==> src/rtl/vga_raster_scan.sv <==
// VGA raster scanner: pixel-tick divider, h/v counters, coordinate feed to the
// triangle tester and a registered, blank-gated RGB/sync output stage.
module vga_raster_scan #(
    parameter int H_ACTIVE = 640,
    parameter int H_FP     = 16,
    parameter int H_SYNC   = 96,
    parameter int H_BP     = 48,
    parameter int V_ACTIVE = 480,
    parameter int V_FP     = 10,
    parameter int V_SYNC   = 2,
    parameter int V_BP     = 33,
    parameter int CLK_DIV  = 2,
    parameter int SYNC_POL = 0,
    parameter int PIPE     = 0
) (
    input  logic        clk,
    input  logic        rst_n,
    input  logic        enable,
    output logic [11:0] pix_x,
    output logic [11:0] pix_y,
    output logic        pix_valid,
    input  logic        tri_in,
    input  logic [11:0] fg_rgb,
    input  logic [11:0] bg_rgb,
    output logic [3:0]  vga_r,
    output logic [3:0]  vga_g,
    output logic [3:0]  vga_b,
    output logic        hsync,
    output logic        vsync,
    output logic        frame_start
);

    localparam int H_TOTAL = H_ACTIVE + H_FP + H_SYNC + H_BP;
    localparam int V_TOTAL = V_ACTIVE + V_FP + V_SYNC + V_BP;
    localparam int DIV_W   = (CLK_DIV > 1) ? $clog2(CLK_DIV) : 1;
    localparam logic SYNC_ACT = (SYNC_POL != 0);

    logic [DIV_W-1:0] div_q, div_d;
    logic [11:0]      hcnt_q, hcnt_d, vcnt_q, vcnt_d;
    logic             tick, h_wrap, v_wrap;
    logic             hs_raw, vs_raw;
    logic [2:0]       cur_bits, dly_bits;
    logic [11:0]      rgb_q;
    logic             hs_q, vs_q, fs_q;

    // Divider sits at 0 while disabled so a resumed scan keeps its pixel phase.
    assign tick   = enable && (div_q == DIV_W'(CLK_DIV - 1));
    assign h_wrap = (hcnt_q == 12'(H_TOTAL - 1));
    assign v_wrap = (vcnt_q == 12'(V_TOTAL - 1));

    always_comb begin
        div_d  = div_q;
        hcnt_d = hcnt_q;
        vcnt_d = vcnt_q;
        if (!enable || tick) begin
            div_d = '0;
        end else begin
            div_d = div_q + DIV_W'(1);
        end
        if (tick) begin
            if (h_wrap) begin
                hcnt_d = '0;
                vcnt_d = v_wrap ? 12'd0 : vcnt_q + 12'd1;
            end else begin
                hcnt_d = hcnt_q + 12'd1;
            end
        end
    end

    always_ff @(posedge clk) begin
        if (!rst_n) begin
            div_q  <= '0;
            hcnt_q <= '0;
            vcnt_q <= '0;
        end else begin
            div_q  <= div_d;
            hcnt_q <= hcnt_d;
            vcnt_q <= vcnt_d;
        end
    end

    assign pix_x     = hcnt_q;
    assign pix_y     = vcnt_q;
    assign pix_valid = enable && rst_n && (hcnt_q < 12'(H_ACTIVE)) && (vcnt_q < 12'(V_ACTIVE));

    assign hs_raw = (hcnt_q >= 12'(H_ACTIVE + H_FP)) && (hcnt_q < 12'(H_ACTIVE + H_FP + H_SYNC));
    assign vs_raw = (vcnt_q >= 12'(V_ACTIVE + V_FP)) && (vcnt_q < 12'(V_ACTIVE + V_FP + V_SYNC));
    assign cur_bits = {pix_valid, hs_raw, vs_raw};

    // Valid/sync travel through the same PIPE stages as the tester's result.
    generate
        if (PIPE == 0) begin : g_nopipe
            assign dly_bits = cur_bits;
        end else begin : g_pipe
            for (genvar gi = 0; gi < PIPE; gi++) begin : g_stage
                logic [2:0] stage_q;
                if (gi == 0) begin : g_first
                    always_ff @(posedge clk) begin
                        if (!rst_n) begin
                            stage_q <= '0;
                        end else if (tick) begin
                            stage_q <= cur_bits;
                        end
                    end
                end else begin : g_next
                    always_ff @(posedge clk) begin
                        if (!rst_n) begin
                            stage_q <= '0;
                        end else if (tick) begin
                            stage_q <= g_stage[gi-1].stage_q;
                        end
                    end
                end
            end
            assign dly_bits = g_stage[PIPE-1].stage_q;
        end
    endgenerate

    always_ff @(posedge clk) begin
        if (!rst_n) begin
            rgb_q <= '0;
            hs_q  <= ~SYNC_ACT;
            vs_q  <= ~SYNC_ACT;
            fs_q  <= 1'b0;
        end else begin
            fs_q <= tick && h_wrap && v_wrap;
            if (!enable) begin
                rgb_q <= '0;
                hs_q  <= ~SYNC_ACT;
                vs_q  <= ~SYNC_ACT;
            end else if (tick) begin
                rgb_q <= dly_bits[2] ? (tri_in ? fg_rgb : bg_rgb) : 12'h000;
                hs_q  <= dly_bits[1] ? SYNC_ACT : ~SYNC_ACT;
                vs_q  <= dly_bits[0] ? SYNC_ACT : ~SYNC_ACT;
            end
        end
    end

    assign vga_r       = rgb_q[11:8];
    assign vga_g       = rgb_q[7:4];
    assign vga_b       = rgb_q[3:0];
    assign hsync       = hs_q;
    assign vsync       = vs_q;
    assign frame_start = fs_q;

endmodule

==> config.mk <==
export PLATFORM = sky130hd
export DESIGN_NAME = vga_raster_scan
export DESIGN_NICKNAME = d
export VERILOG_FILES = /design/src/rtl/vga_raster_scan.sv
export SDC_FILE = /design/constraint.sdc
export NUM_CORES = 1
export LEC_CHECK = 0
export BUFFER_PORTS_ARGS = -buffer_cell sky130_fd_sc_hd__buf_2
export CORE_MARGIN = 3
export CORE_UTILIZATION = 54
export DETAILED_ROUTE_END_ITERATION = 8
export PLACE_DENSITY = 0.9
export SLEW_MARGIN = 10
export SYNTH_ARGS = -nofsm -noshare
export SYNTH_HDL_FRONTEND = slang
export SYNTH_SLANG_ARGS = --single-unit
==> constraint.sdc <==
create_clock -name clk -period 4.6 [get_ports clk]
set_clock_uncertainty 0.1 [all_clocks]
set_input_delay 0.69 -clock clk [delete_from_list [all_inputs] [get_ports clk]]
set_output_delay 0.69 -clock clk [all_outputs]
set_load 0.02 [all_outputs]
==> flow_summary.yaml <==
run_status:
  status: "finished clean"
route:
  num_vias: 1980
  highest-signal-layer: "met4"
  drt-met1-wl_mm: 2.042
  drt_iter0_drc: 200
  drt_pass1_iterations: 4
  drt-total-wl_mm: 4.905
  wl_met3_um: 370
  viasPerCell: 5.789
  postRouteAntennaNets: 0
  wl_met2_mm: 2.435
  remaining_drc_errors: 0
  wl_per_cell_um: 14.34
sta:
  rsz0062_at_grt: "no"
  slew_violations: 0
  setup_viol: 0
  tns_ns: 0
  fmaxAchievable_mhz: 393.7
  fin_hold_ws_ns: 0.3676
  fin_crit_ns: 2.540
  finalHoldViolCount: 0
  relSlewSlack: 0.4471
  period_share: 0.5522
  tightest_slew_ns: 0.8283
clock_tree:
  cts.sinks: 40
  clkTransAtPathRegs_ns: 0.07
  post_cts_buffers: 0
  cts_buffers: 5
  cts_buffer_depth: 2
  hold_buffers: 0
  root_buffer: "clkbuf_8"
  cts-htree-levels: 2
  clk_latency_ns: 0.29
  cts.repair.resized: 0
  tritoncts: "yes"
placement:
  port_buffers: 67
  dpl_cell_area_mm2: 0.002401
  gp_congestion: 0.8465
  dp_hpwl_mm: 3.566
  dpl.cell_count: 335
pwr:
  leakagePower_nw: 0.9852
  powerDensity_mw_per_mm2: 248.1
  ir_worst_vdd_mv: 0.1484
cells_and_area:
  fin_util: 0.7040
  areaGrowthSynthToFinish_pct: 19.48
  final_cell_area_mm2: 0.002479
  nets: 328
  layout-drive-gt1-share: 0.3209
  stdcell_count: 342
  diodes: 0
global_routing:
  grt_max_degree: 33
  grt_overflow_total: 0
  antenna_found_initial: 0
  grt_pass1_vias: 1717
  grt_pass1_wl_mm: 7.928
  grtUsageTotal: 0.2246
critical_path:
  cp_cell_sequence: "nor3_1, and3_1, and2_1, buf_2"
  arrival_ns: 1.75
  crit_slowest_cell: "and3_1"
  cp-end-kind: "primary output"
  cpPeakStageDelay_ns: 0.48
  crit_buf_inv: 1
  cp_top_family: "simple AND/OR/NAND/NOR gates"
  path_max_fanout: 13
  critPathRequiredTime_ns: 3.81
  critPathKind: "flop to primary output"
  cp-start-kind: "flop"
yosys:
  synthesis.instances: 233
  synth_seq_area_share: 0.3860
  syn-num-nets: 265
  synthArstFlopShare: 0
  netlist_area_mm2: 0.002074
  yosysTopAreaCell: "dfxtp_1"
  synthDominantCellAreaShare: 0.3860
  synth_area_per_cell_um2: 8.903
  synth_edf_count: 0
  ys_seq_elements: 40
  synthFlopType: "dfxtp_1"
  synth_warnings: 0
  synth_area_leaders: "dfxtp_1, mux2_2, a21oi_1"
  yosysUniqueCellTypes: 41
die:
  fp.dieW_um: 67.98
  rows: 21
  num_io_pins: 68
  initial_core_util: 0.5892
  die_y_um: 67.98
  dieArea_mm2: 0.004621
  core_mm2: 0.003521
flow_run:
  max_cap_viol_count: 0
min_path:
  hp-class: "flop to flop"
==> worst reg2reg max path, delay by kind of cell (launching register included) <==
kind / cells / cell delay [ns]
DFF: 1 / 0.87
and+or+nand+nor: 3 / 1.33
AOI/OAI and AO/OA: 1 / 0.16
==> routing by layer <==
layer  vias to the layer above  global-route usage
met5                         -                   0
met4                         0             0.06203
met3                         8             0.06240
met2                        74              0.3694
met1                       912              0.2873
li1                        986                   -
==> registers in the layout (all words and copies together) (netlist names) <==
name	flops
pix_x	12
frame_start	1
vsync	1
pix_y	12
rgb_q	12
div_q	1
hsync	1
==> layout make-up <==
class | instances | area (um^2)
Clock buffer | 6 | 72.57
Fill cell | 294 | 1042
Multi-Input combinational cell | 176 | 1185
Sequential cell | 40 | 800.8
Timing Repair Buffer | 67 | 335.3
Clock inverter | 1 | 5.005
Tap cell | 46 | 57.56
Inverter | 6 | 22.52
==> cells in the mapped netlist (2+ instances only) <==
master / number
dfxtp_1: 40
a21oi_1: 24
nand4_1: 18
nand3_1: 14
nor2_1: 14
nand2b_1: 13
mux2_2: 12
nand2_1: 11
xor2_1: 8
o31ai_1: 7
or4_1: 7
clkbuf_1: 6
inv_1: 6
or3_1: 6
nor3_1: 5
ha_1: 4
o21ai_0: 4
and2_1: 3
and4_1: 3
a31oi_1: 2
and2_2: 2
and4bb_2: 2
buf_4: 2
nor4bb_1: 2
xnor2_1: 2
==> placed cells by master (no fill, tap or decap), drive strengths merged, types with 4 or more instances in the layout <==
cell type / Yosys / routed
o31ai: 7 / 7
or3: 6 / 6
a21oi: 24 / 24
nor2: 14 / 14
nor3: 6 / 6
dfxtp: 40 / 40
mux2: 12 / 12
and4: 5 / 5
xor2: 8 / 8
inv: 6 / 6
nand3: 14 / 14
nand2: 11 / 11
nand2b: 13 / 13
ha: 4 / 4
or4: 7 / 7
nand4: 19 / 19
buf: 4 / 67
and2: 5 / 5
clkbuf: 6 / 6
o21ai: 5 / 5
==> where the power goes <==
group	total [W]	internal, W	switching, W
logic	0.0000446	0.0000230	0.0000216
clock network	0.000216	0.000103	0.000113
registers	0.000355	0.000349	0.00000605
==> per-stage QoR <==
| step | worst slack [ns] | total power (W) |
|---|---|---|
| after floorplan | 2.372 | 0.0003885 |
| after global placement | 2.199 | 0.0004065 |
| after detailed placement | 2.105 | 0.0004073 |
| after CTS | 2.079 | 0.0006197 |
| after global routing | 1.848 | 0.0006372 |
| final | 2.060 | 0.0006150 |
==> worst paths after layout <==
check	start	endpoint	slack, ns	cells past startpoint
hold / removal	rgb_q[3]$_SDFFE_PN0N_	rgb_q[3]$_SDFFE_PN0N_	0.37	2
setup reg to reg	div_q$_SDFF_PP0_	pix_y[10]$_SDFFE_PN0P_	2.07	4
hold reg to reg	rgb_q[3]$_SDFFE_PN0N_	rgb_q[3]$_SDFFE_PN0N_	0.37	2
setup / recovery	pix_y[9]$_SDFFE_PN0P_	pix_valid	2.06	4
==> kinds of logic (layout without fill, tap and decap cells) <==
group / count (synthesis) / count (layout) / share of synthesized area
buf+inv: 17 / 80 / 0.04282
mux: 13 / 13 / 0.06996
flops: 40 / 40 / 0.3860
xor+xnor: 10 / 10 / 0.04222
compound gates: 41 / 41 / 0.1152
fa+ha+maj: 4 / 4 / 0.02413
simple gates: 108 / 108 / 0.3197
Note: power is estimated with default switching activity, not from simulation.
